[config.mk]
export PLATFORM = sky130hd
export DESIGN_NAME = tile_scheduler
export DESIGN_NICKNAME = d
export VERILOG_FILES = /design/src/rtl/tile_sched_pkg.sv /design/src/rtl/tile_addr_gen.sv /design/src/rtl/tile_scheduler.sv
export SDC_FILE = /design/constraint.sdc
export NUM_CORES = 1
export LEC_CHECK = 0
export ABC_CLOCK_PERIOD_IN_PS = 5050
export BUFFER_PORTS_ARGS = -buffer_cell sky130_fd_sc_hd__buf_2
export CORE_UTILIZATION = 53
export CTS_BUF_LIST = sky130_fd_sc_hd__clkbuf_4 sky130_fd_sc_hd__clkbuf_8 sky130_fd_sc_hd__clkbuf_16
export CTS_CLUSTER_SIZE = 30
export DETAILED_ROUTE_END_ITERATION = 7
export GPL_ROUTABILITY_DRIVEN = 0
export PLACE_DENSITY = 0.82
export SYNTH_ARGS = -nofsm -noshare
export SYNTH_HDL_FRONTEND = slang
export SYNTH_SLANG_ARGS = --single-unit
export TNS_END_PERCENT = 1
[constraint.sdc]
create_clock -name clk -period 5.05 [get_ports clk]
set_input_delay 1.01 -clock clk [delete_from_list [all_inputs] [get_ports clk]]
set_output_delay 1.01 -clock clk [all_outputs]
set_load 0.02 [all_outputs]
[src/rtl/tile_sched_pkg.sv]
// Shared types and constants for the tiled matrix-multiply scheduler.
package tile_sched_pkg;

  localparam int unsigned TILE_DIM   = 4;
  localparam int unsigned TILE_ELEMS = TILE_DIM * TILE_DIM;
  localparam int unsigned DATA_W     = 16;
  localparam int unsigned INSTR_W    = 5;
  localparam int unsigned MEM_ADDR_W = 6;
  localparam int unsigned DIM_W      = 4;

  localparam logic [INSTR_W-1:0] INSTR_MAC_CLR = 5'd1;
  localparam logic [INSTR_W-1:0] INSTR_MAC_ACC = 5'd2;

  typedef enum logic [2:0] {
    ST_IDLE,
    ST_LOAD_A,
    ST_LOAD_B,
    ST_START,
    ST_WAIT,
    ST_DRAIN,
    ST_NEXT
  } state_t;

  // Latched job dimensions, in tiles.
  typedef struct packed {
    logic [DIM_W-1:0] m;
    logic [DIM_W-1:0] k;
    logic [DIM_W-1:0] n;
  } dims_t;

  // Global row/column index from a tile index and an in-tile offset.
  function automatic logic [5:0] glob_idx(input logic [DIM_W-1:0] tile, input logic [1:0] sub);
    return {tile, sub};
  endfunction

endpackage

[src/rtl/tile_addr_gen.sv]
// Row-major word address of element (r,c) of a 4x4 tile inside a larger matrix.
module tile_addr_gen #(
  parameter int unsigned ADDR_W = 16
) (
  input  logic [ADDR_W-1:0] base,
  input  logic [3:0]        tile_row,
  input  logic [3:0]        tile_col,
  input  logic [1:0]        r,
  input  logic [1:0]        c,
  input  logic [3:0]        stride_tiles,
  output logic [ADDR_W-1:0] addr_c
);

  localparam int unsigned PROD_W = 12;

  logic [5:0]        row;
  logic [5:0]        col;
  logic [5:0]        stride_words;
  logic [PROD_W-1:0] row_off;

  // Unsigned arithmetic, wrapping silently at ADDR_W.
  always_comb begin
    row          = {tile_row, r};
    col          = {tile_col, c};
    stride_words = {stride_tiles, 2'b00};
    row_off      = PROD_W'(row) * PROD_W'(stride_words);
    addr_c       = base + ADDR_W'(row_off) + ADDR_W'(col);
  end

endmodule

[src/rtl/tile_scheduler.sv]
// Sequences tile loads, array starts and result drains for a tiled C = A x B.
module tile_scheduler
  import tile_sched_pkg::*;
#(
  parameter int unsigned       ADDR_W = 16,
  parameter logic [ADDR_W-1:0] A_BASE = ADDR_W'(16'h0000),
  parameter logic [ADDR_W-1:0] B_BASE = ADDR_W'(16'h4000)
) (
  input  logic                  clk,
  input  logic                  rst,
  input  logic                  cfg_valid,
  output logic                  cfg_ready,
  input  logic [DIM_W-1:0]      cfg_m_tiles,
  input  logic [DIM_W-1:0]      cfg_k_tiles,
  input  logic [DIM_W-1:0]      cfg_n_tiles,
  output logic                  rd_req,
  output logic [ADDR_W-1:0]     rd_addr,
  input  logic                  rd_valid,
  input  logic [DATA_W-1:0]     rd_data,
  output logic                  enA,
  output logic                  enB,
  output logic [MEM_ADDR_W-1:0] addrA,
  output logic [MEM_ADDR_W-1:0] addrB,
  output logic [DATA_W-1:0]     data_A,
  output logic [DATA_W-1:0]     data_B,
  output logic                  ap_start,
  output logic [INSTR_W-1:0]    instruction,
  output logic                  stop,
  input  logic                  array_done,
  input  logic [255:0]          res_in,
  output logic                  res_valid,
  input  logic                  res_ready,
  output logic [DATA_W-1:0]     res_data,
  output logic [ADDR_W-1:0]     res_row,
  output logic [ADDR_W-1:0]     res_col,
  output logic                  busy,
  output logic                  all_done,
  input  logic                  abort,
  output logic                  cfg_err
);

  state_t state_q, state_d;
  dims_t  dims_q;
  logic [DIM_W-1:0] mi_q, ni_q, ki_q, mi_d, ni_d, ki_d;
  logic [3:0] e_q, e_d, e_inc;
  logic cap_cfg, cap_res;
  logic [DATA_W-1:0] res_buf [TILE_ELEMS];

  logic                  cfg_ready_d, rd_req_d, en_a_d, en_b_d, ap_start_d, stop_d;
  logic                  res_valid_d, busy_d, all_done_d, cfg_err_d;
  logic [ADDR_W-1:0]     rd_addr_d, res_row_d, res_col_d;
  logic [MEM_ADDR_W-1:0] addr_a_d, addr_b_d;
  logic [DATA_W-1:0]     data_a_d, data_b_d, res_data_d;
  logic [INSTR_W-1:0]    instr_d;

  logic [ADDR_W-1:0] ag_base, ag_addr_c;
  logic [3:0]        ag_row, ag_col, ag_stride;

  assign e_inc = e_q + 4'd1;

  // Single address generator shared between the A and B fetch phases.
  always_comb begin
    if (state_q == ST_LOAD_B) begin
      ag_base   = B_BASE;
      ag_row    = ki_q;
      ag_col    = ni_q;
      ag_stride = dims_q.n;
    end else begin
      ag_base   = A_BASE;
      ag_row    = mi_q;
      ag_col    = ki_q;
      ag_stride = dims_q.k;
    end
  end

  tile_addr_gen #(.ADDR_W(ADDR_W)) u_addr_gen (
    .base         (ag_base),
    .tile_row     (ag_row),
    .tile_col     (ag_col),
    .r            (e_q[3:2]),
    .c            (e_q[1:0]),
    .stride_tiles (ag_stride),
    .addr_c       (ag_addr_c)
  );

  // State register.
  always_ff @(posedge clk or negedge rst) begin
    if (!rst) state_q <= ST_IDLE;
    else      state_q <= state_d;
  end

  // Next state, counter updates and next values of every registered output.
  always_comb begin
    state_d     = state_q;
    mi_d        = mi_q;
    ni_d        = ni_q;
    ki_d        = ki_q;
    e_d         = e_q;
    cap_cfg     = 1'b0;
    cap_res     = 1'b0;
    rd_req_d    = rd_req;
    rd_addr_d   = rd_addr;
    en_a_d      = 1'b0;
    en_b_d      = 1'b0;
    addr_a_d    = addrA;
    addr_b_d    = addrB;
    data_a_d    = data_A;
    data_b_d    = data_B;
    ap_start_d  = 1'b0;
    instr_d     = instruction;
    stop_d      = 1'b0;
    res_valid_d = res_valid;
    res_data_d  = res_data;
    res_row_d   = res_row;
    res_col_d   = res_col;
    all_done_d  = 1'b0;
    cfg_err_d   = 1'b0;
    case (state_q)
      ST_IDLE: begin
        if (cfg_valid && cfg_ready) begin
          cap_cfg = 1'b1;
          if (cfg_m_tiles == '0 || cfg_k_tiles == '0 || cfg_n_tiles == '0) begin
            cfg_err_d = 1'b1;
          end else begin
            mi_d    = '0;
            ni_d    = '0;
            ki_d    = '0;
            e_d     = '0;
            state_d = ST_LOAD_A;
          end
        end
      end
      ST_LOAD_A, ST_LOAD_B: begin
        // Every read gets one idle cycle to present the address of the new element.
        if (!rd_req) begin
          rd_req_d  = 1'b1;
          rd_addr_d = ag_addr_c;
        end else if (rd_valid) begin
          rd_req_d = 1'b0;
          if (state_q == ST_LOAD_A) begin
            en_a_d   = 1'b1;
            addr_a_d = MEM_ADDR_W'(e_q);
            data_a_d = rd_data;
          end else begin
            en_b_d   = 1'b1;
            addr_b_d = MEM_ADDR_W'(e_q);
            data_b_d = rd_data;
          end
          e_d = e_inc;
          if (e_q == 4'd15) state_d = (state_q == ST_LOAD_A) ? ST_LOAD_B : ST_START;
        end
      end
      ST_START: begin
        ap_start_d = 1'b1;
        instr_d    = (ki_q == '0) ? INSTR_MAC_CLR : INSTR_MAC_ACC;
        state_d    = ST_WAIT;
      end
      ST_WAIT: begin
        // A done level left over from the previous tile is ignored while ap_start is out.
        if (array_done && !ap_start) begin
          instr_d = '0;
          e_d     = '0;
          if (ki_q == dims_q.k - 4'd1) begin
            cap_res     = 1'b1;
            res_valid_d = 1'b1;
            res_data_d  = res_in[DATA_W-1:0];
            res_row_d   = ADDR_W'(glob_idx(mi_q, 2'b00));
            res_col_d   = ADDR_W'(glob_idx(ni_q, 2'b00));
            state_d     = ST_DRAIN;
          end else begin
            ki_d    = ki_q + 4'd1;
            state_d = ST_LOAD_A;
          end
        end
      end
      ST_DRAIN: begin
        if (res_valid && res_ready) begin
          if (e_q == 4'd15) begin
            res_valid_d = 1'b0;
            e_d         = '0;
            state_d     = ST_NEXT;
          end else begin
            e_d        = e_inc;
            res_data_d = res_buf[e_inc];
            res_row_d  = ADDR_W'(glob_idx(mi_q, e_inc[3:2]));
            res_col_d  = ADDR_W'(glob_idx(ni_q, e_inc[1:0]));
          end
        end
      end
      ST_NEXT: begin
        ki_d = '0;
        e_d  = '0;
        if (ni_q == dims_q.n - 4'd1) begin
          ni_d = '0;
          if (mi_q == dims_q.m - 4'd1) begin
            mi_d       = '0;
            all_done_d = 1'b1;
            state_d    = ST_IDLE;
          end else begin
            mi_d    = mi_q + 4'd1;
            state_d = ST_LOAD_A;
          end
        end else begin
          ni_d    = ni_q + 4'd1;
          state_d = ST_LOAD_A;
        end
      end
      default: state_d = ST_IDLE;
    endcase
    // Abort overrides everything outside IDLE, including a coincident array_done.
    if (abort && state_q != ST_IDLE) begin
      state_d     = ST_IDLE;
      stop_d      = 1'b1;
      rd_req_d    = 1'b0;
      res_valid_d = 1'b0;
      en_a_d      = 1'b0;
      en_b_d      = 1'b0;
      ap_start_d  = 1'b0;
      instr_d     = '0;
      all_done_d  = 1'b0;
      cap_res     = 1'b0;
    end
    cfg_ready_d = (state_d == ST_IDLE);
    busy_d      = (state_d != ST_IDLE);
  end

  // Counters, latched configuration and registered outputs.
  always_ff @(posedge clk or negedge rst) begin
    if (!rst) begin
      dims_q      <= '0;
      mi_q        <= '0;
      ni_q        <= '0;
      ki_q        <= '0;
      e_q         <= '0;
      cfg_ready   <= 1'b0;
      rd_req      <= 1'b0;
      rd_addr     <= '0;
      enA         <= 1'b0;
      enB         <= 1'b0;
      addrA       <= '0;
      addrB       <= '0;
      data_A      <= '0;
      data_B      <= '0;
      ap_start    <= 1'b0;
      instruction <= '0;
      stop        <= 1'b0;
      res_valid   <= 1'b0;
      res_data    <= '0;
      res_row     <= '0;
      res_col     <= '0;
      busy        <= 1'b0;
      all_done    <= 1'b0;
      cfg_err     <= 1'b0;
    end else begin
      if (cap_cfg) dims_q <= '{m: cfg_m_tiles, k: cfg_k_tiles, n: cfg_n_tiles};
      mi_q        <= mi_d;
      ni_q        <= ni_d;
      ki_q        <= ki_d;
      e_q         <= e_d;
      cfg_ready   <= cfg_ready_d;
      rd_req      <= rd_req_d;
      rd_addr     <= rd_addr_d;
      enA         <= en_a_d;
      enB         <= en_b_d;
      addrA       <= addr_a_d;
      addrB       <= addr_b_d;
      data_A      <= data_a_d;
      data_B      <= data_b_d;
      ap_start    <= ap_start_d;
      instruction <= instr_d;
      stop        <= stop_d;
      res_valid   <= res_valid_d;
      res_data    <= res_data_d;
      res_row     <= res_row_d;
      res_col     <= res_col_d;
      busy        <= busy_d;
      all_done    <= all_done_d;
      cfg_err     <= cfg_err_d;
    end
  end

  // Result tile snapshot taken when the last accumulation completes.
  always_ff @(posedge clk or negedge rst) begin
    if (!rst) begin
      for (int i = 0; i < TILE_ELEMS; i++) res_buf[i] <= '0;
    end else if (cap_res) begin
      for (int i = 0; i < TILE_ELEMS; i++) res_buf[i] <= res_in[DATA_W*i +: DATA_W];
    end
  end

endmodule

Word level (Yosys, flattened, before mapping)
Cells that the tools add are included.
W data, S select, Z words.
{"block": "totals", "input_bits": 291, "out_inout_bits": 123, "regBits": 406, "word_cells": 206}
{"block": "op_classes", "reduce_logical": 33, "n_mul": 1, "n_eq_ne": 24, "bitwise_logic": 3, "muxes": 92, "add_sub_neg": 9, "n_lt_le_gt_ge": 1}
{"cell": "$mux W16", "n": 14}
{"cell": "$pmux W16 S2", "n": 3}
{"cell": "$bmux W16 S4", "n": 1}
{"cell": "$mux W4", "n": 15}
{"cell": "$mux W1", "n": 37}
{"cell": "$mux W3", "n": 11}
{"cell": "$ne A2 B2 Y1 const B", "n": 10}
{"cell": "$pmux W4 S5", "n": 1}
{"cell": "$pmux W3 S6", "n": 1}
{"cell": "$add A15 B12 Y16", "n": 1}
{"cell": "$add A16 B6 Y16", "n": 1}
{"cell": "$add A4 B1 Y4 const B", "n": 4}
{"cell": "$logic_not A4 Y1", "n": 4}
{"cell": "$pmux W4 S2", "n": 2}
{"cell": "$mux W15", "n": 1}
{"cell": "$reduce_and A5 Y1", "n": 3}
{"cell": "$reduce_bool A3 Y1", "n": 5}
{"cell": "$eq A4 B4 Y1", "n": 3}
{"cell": "$ne A3 B3 Y1 const B", "n": 4}
{"cell": "$pmux W4 S3", "n": 1}
{"cell": "$reduce_and A4 Y1", "n": 3}
{"cell": "$sub A4 B1 Y4 const B", "n": 3}
{"cell": "$mul A6 B4 Y10", "n": 1}
{"cell": "$mux W5", "n": 2}
{"cell": "20 further kinds", "n": 32}

Longest topological paths before layout
{"block": "depth", "depth_word": 8, "mapped_depth": 19, "ltp_nobuf": 17}

Cells and area by module
From an unflattened synthesis, not the netlist that was laid out.
{"block": "hier_totals", "cells_unflattened": 1429, "hier_area_um2": 19099.6}
{"module": "tile_scheduler", "area_each_um2": 17595.6, "instances": 1, "cells_each": 1243, "seq_area_each_um2": 9584.2}
{"module": "tile_addr_gen", "area_each_um2": 1503.9, "instances": 1, "cells_each": 186, "seq_area_each_um2": 0.0}

Worst setup path after synthesis
OpenSTA, ideal clock, no wires.
{"block": "synth_timing", "kind": "reg-to-reg", "start": "register state_q[1]", "end": "register rd_addr[10]", "period_less_slack_ns": 4.581, "t_arrival_ns": 4.498, "path_stages_with_launch": 17, "path_slack_ns": 0.469, "n_path_buf": 3, "cell_sequence": "dfrtp_1 -> clkbuf_1 -> nor2b_1 -> nand2_1 -> clkbuf_1 -> buf_1 -> a31oi_1 -> fa_1 -> fa_1 -> inv_1 -> fa_1 -> ha_1 -> o21a_1 -> o21ai_0 -> or4_1 -> xor2_1 -> o21ai_0"}
{"block": "synth_between", "elab_chain_cells": 5}
{"item": "start, declared", "line_no": "tile_scheduler.sv:42", "text": "state_t state_q, state_d;"}
{"item": "start signal, assigned", "line_no": "tile_scheduler.sv:89", "text": "else state_q <= state_d;"}
{"item": "$eq A3 B2 Y1", "line_no": "tile_scheduler.sv:63, tile_scheduler.sv:118"}
{"item": "$mux W4", "line_no": "tile_scheduler.sv:63", "text": "if (state_q == ST_LOAD_B) begin"}
{"item": "$mul A6 B4 Y10", "line_no": "tile_addr_gen.sv:26", "text": "row_off = PROD_W'(row) * PROD_W'(stride_words);"}
{"item": "$add A15 B12 Y16", "line_no": "tile_addr_gen.sv:27", "text": "addr_c = base + ADDR_W'(row_off) + ADDR_W'(col);"}
{"item": "$add A16 B6 Y16", "line_no": "tile_addr_gen.sv:27"}
{"item": "end signal, assigned", "line_no": "tile_scheduler.sv:262", "text": "rd_addr <= rd_addr_d;"}
{"item": "end, declared", "line_no": "tile_scheduler.sv:17", "text": "output logic [ADDR_W-1:0] rd_addr,"}
Several ways; a longest one is shown, not always the timed one.
A chain may end at the register's enable or synchronous reset.

Final worst setup path
Same ends and word-level chain as after synthesis.

==> flow_results.org <==
** Critical path
- STA classifies the critical path endpoint as a flip-flop.
- Data required time at the worst endpoint :: 5.51 ns
- Data arrival, critical path :: 5.14 ns
- Of all nets on the critical path, the largest fanout is 15.
- STA classifies the critical path startpoint as a flip-flop.
- The critical path is of the reg -> reg type.

** Floorplanning
- For this configuration, the core starts out at a cell density of 53.7%.
- The floorplan step defined a die boundary enclosing 37800 sq um.
- In this run the standard cell core region covers 36500 sq um.
- Height of the die :: 194 um
- Die width :: 194 um
- During I/O placement, the number of pins put on the boundary was 414.
- After floorplanning, the core was divided into 70 placement rows.

** Timing
- After routing, the total negative slack on setup checks comes to 0 ns.
- For the pin with the worst max-slew slack, the measured transition is 1.17 ns.
- Final worst-path cycle share :: 92.8%
- Count of final max-slew check failures :: 0
- The worst path in the final design needs a cycle of 4.69 ns, including I/O delays and setup.
- On the final layout, the worst hold slack is 0.479 ns.
- The number of hold violations in the final report is 0.
- Maximum clock rate :: 213 MHz
- Final setup vio count :: 0
- Relative slew margins :: 22.1%
- Setup clock skew after layout :: 0.0202 ns
- Setup repair after global routing left no endpoint under its margin.
- Once routing completed, OpenROAD measured the worst setup slack at 0.363 ns.

** Clock tree
- Hold buffer count at cts :: 0
- CTS saw 381 sinks.
- Buffer levels on the longest clock path :: 3
- Clock latency on the worst-skew pair, taken at its later pin, is 0.56 ns.
- Cell chosen for the clock root :: sky130_fd_sc_hd__clkbuf_16
- After clock tree synthesis, the clock-pin slew on the worst setup and hold paths is 0.06 ns.
- TritonCTS Buffers :: 41
- Depth of the CTS H-tree :: 2
- TritonCTS built the clock tree.

** Yosys
- Combinational family with the most area after synthesis :: multiplexers
- Distinct cells, synth :: 63
- Simple-gate share of the synthesized area :: 5.49%
- Post-synthesis cell count :: 1345
- Area of the mapped netlist :: 19600 sq um
- Top cell type by total area after synthesis :: sky130_fd_sc_hd__dfrtp_1
- The synthesized netlist devotes 3.71% of its cell area to compound gates.
- In the synthesized netlist the async set-or-reset flop fraction comes to 100%.
- Multiplexer cells account for 32.7% of the synthesized area.
- Area contributors post-synth :: sky130_fd_sc_hd__dfrtp_1 (49%), sky130_fd_sc_hd__mux2_4 (18%), sky130_fd_sc_hd__mux4_2 (9.2%), sky130_fd_sc_hd__mux2_2 (4.1%), sky130_fd_sc_hd__buf_12 (2.0%)
- Synth top cells by count :: sky130_fd_sc_hd__dfrtp_1 (381), sky130_fd_sc_hd__mux2_4 (240), sky130_fd_sc_hd__nand2_1 (92)
- Yosys mapped a number of flops with a built-in enable equal to 0.
- The average instance in the mapped netlist occupies 14.6 sq um.
- Ys Warns :: 0
- Top-count cell post-synth :: sky130_fd_sc_hd__dfrtp_1
- Most used flip-flop cell after synthesis :: sky130_fd_sc_hd__dfrtp_1
- Area share of the largest cell type after synthesis :: 48.6%
- Part of the Yosys area used for sequential elements :: 48.6%
- Of the total synthesized cell area, the portion taken by XOR and XNOR cells is 1.50%.
- After synthesis the netlist holds a flip-flop and latch count of 381.
- Adder-cell area share of the yosys netlist :: 2.58%

** Placed design
- Detailed placement finished with a half-perimeter wire length of 35700 um.
- Placed Cells incl. Taps :: 2137
- Port buffering added 384 buffers.
- Standard cell area after detailed placement :: 21600 sq um
- Pre-CTS setup slack :: 0.207 ns

** Finish
- Post-route cell area :: 23000 sq um
- At the end of the flow, the number of nets in the layout was 2038.
- Finished Layout Cells :: 2221
- Synthesis-to-layout area growth :: 17.1%
- Cells with a size suffix above 1 make up 51.1% of the layout.

** Pwr
- Peak supply drop :: 0.376 mV
- In this run, the clock network consumes 34.8% of the power.
- Relative contribution of combinational cells to total power :: 24.4%
- The share of total power dissipated in sequential elements is 40.8%.
- Power density normalized to cell area :: 375 nW/um^2
- Static Leak :: 12.4 nW
- Switching part of the total power :: 31.4%
- Net switching power figure :: 0.00271 W
- Internal power of the cells :: 0.00590 W

** Outcome
- The run finished with clean final reports.

** Global route
- Global routing consumed, over all layers together, 26.7% of the routing resources.
- The number of global-route vias before repair came to 13.3k.
- The number of antenna violations at the first check in global routing came to 17.
- Maximum number of pins on one net before global-route repair :: 122
- Global-route wire length before repair :: 77000 um
- Remaining global-route overflow :: 0

** Routing
- Total detailed-routing wirelength :: 49800 um
- Dividing the detail-routed wire length by the instance count gives 22.4 um.
- Final routed DRC violation total :: 0
- Number of detailed-routing iterations run before antenna repair :: 5
- Vias :: 12.6k
- Post-route ant nets :: 0
- In the routed layout, each cell is associated on average with a via count of 5.68.
- The detailed router finished its first iteration with 889 violations.

** Flow run
- Across the run, the number of max-cap violations was 0.

** Min path
- Hold Crit Class :: reg -> reg
layout by cell type, fill, tap and decap left out, types with 11 or more instances in the layout:
master / netlist / layout
sky130_fd_sc_hd__inv_1: 31 / 31
sky130_fd_sc_hd__xnor2_1: 18 / 17
sky130_fd_sc_hd__o21ai_0: 49 / 49
sky130_fd_sc_hd__nand2_1: 92 / 91
sky130_fd_sc_hd__nand3_1: 38 / 38
sky130_fd_sc_hd__nor3_1: 15 / 15
sky130_fd_sc_hd__mux2_4: 240 / 240
sky130_fd_sc_hd__a21oi_1: 19 / 19
sky130_fd_sc_hd__mux4_2: 80 / 80
sky130_fd_sc_hd__diode_2: 0 / 11
sky130_fd_sc_hd__dfrtp_1: 381 / 379
sky130_fd_sc_hd__buf_4: 30 / 19
sky130_fd_sc_hd__mux2i_1: 20 / 20
sky130_fd_sc_hd__ha_1: 26 / 25
sky130_fd_sc_hd__clkbuf_16: 0 / 41
sky130_fd_sc_hd__nor2b_1: 13 / 13
sky130_fd_sc_hd__buf_2: 4 / 383
sky130_fd_sc_hd__nor2_1: 27 / 26
sky130_fd_sc_hd__mux2_2: 71 / 71
sky130_fd_sc_hd__conb_1: 1 / 29
path summary, 6_finish.rpt:
| path | from | endpoint | slack (ns) | cells past startpoint |
|---|---|---|---|---|
| max in group asynchronous | rst | res_buf[112]$_DFFE_PN0P_ | 3.34 | 2 |
| worst max register to register | state_q[1]$_DFF_PN0_ | rd_addr[10]$_DFFE_PN0P_ | 0.36 | 15 |
| worst min register to register | res_data[7]$_DFFE_PN0P_ | res_data[7]$_DFFE_PN0P_ | 0.48 | 2 |
| min in group asynchronous | rst | res_col[4]$_DFFE_PN0P_ | 0.56 | 1 |
| worst max-delay path | state_q[1]$_DFF_PN0_ | rd_addr[10]$_DFFE_PN0P_ | 0.36 | 15 |
| worst min-delay path | res_data[7]$_DFFE_PN0P_ | res_data[7]$_DFFE_PN0P_ | 0.48 | 2 |
per-layer routing:
metal | part of all wire, % | track usage [%]
met1 | 39 | 33.3
met2 | 51 | 45.1
met3 | 7.5 | 7.10
met4 | 3.1 | 9.44
met5 | 0.18 | 0
final cells by class:
type / instances / area, sq um
clock inverter: 16 / 148
tap: 468 / 586
sequential: 381 / 9540
timing repair buffer: 408 / 2170
fill: 2656 / 13600
clock buffer: 57 / 1190
inverter: 31 / 116
multi-input combinational: 849 / 9180
antenna: 11 / 27.5
logic make-up (layout without fill, tap and decap cells):
group           after synthesis  in the layout
compound gates              118            118
other cells                   1             40
flops                       381            381
simple gates                225            225
buf+inv                     143            512
xor+xnor                     31             31
mux                         411            411
fa+ha+maj                    35             35
metrics by stage:
stage | util (%) | total power, W
after floorplan | - | 0.00495
after global placement | 59.1 | 0.00563
after detailed placement | 59.1 | 0.00567
after CTS | 62.8 | 0.00869
after global routing | 62.8 | 0.00898
final | 62.9 | 0.00861
registers in the layout, summed over array words and instances (netlist names), 2 cells and up:
name and flops:
addrA 4, addrB 4, data_A 16, data_B 16, dims_q 12, e_q 4
instruction 2, ki_q 4, mi_q 4, ni_q 4, rd_addr 14, res_buf 256
res_col 6, res_data 16, res_row 6, state_q 3
critical path, cell delays in order, from the launching register on:
cell and delay, ns:
sky130_fd_sc_hd__dfrtp_2 0.49, sky130_fd_sc_hd__nor2b_1 0.30, sky130_fd_sc_hd__nand2_2 0.22, sky130_fd_sc_hd__buf_4 0.22
sky130_fd_sc_hd__nor3_1 0.16, sky130_fd_sc_hd__a31oi_1 0.09, sky130_fd_sc_hd__fa_1 0.49, sky130_fd_sc_hd__fa_1 0.55
sky130_fd_sc_hd__inv_1 0.07, sky130_fd_sc_hd__fa_1 0.47, sky130_fd_sc_hd__ha_1 0.36, sky130_fd_sc_hd__o21a_1 0.16
sky130_fd_sc_hd__o21ai_0 0.11, sky130_fd_sc_hd__or4_1 0.55, sky130_fd_sc_hd__xor2_1 0.18, sky130_fd_sc_hd__o21ai_0 0.16
timing repair:
action	4_1_cts	5_1_grt
resized for setup	0	2
setup buffers	0	0
endpoints found under the setup margin	0	2
hold endpoints to repair	0	0
power groups by stage:
stage               registers [W]  logic (W)  clock network [W]
finish                    0.00352    0.00210            0.00300
CTS                       0.00352    0.00211            0.00306
floorplan                 0.00358    0.00137                  0
global route              0.00355    0.00225            0.00318
global placement          0.00355    0.00208                  0
detailed placement        0.00357    0.00210                  0
Power figures use the tool's default switching activity.
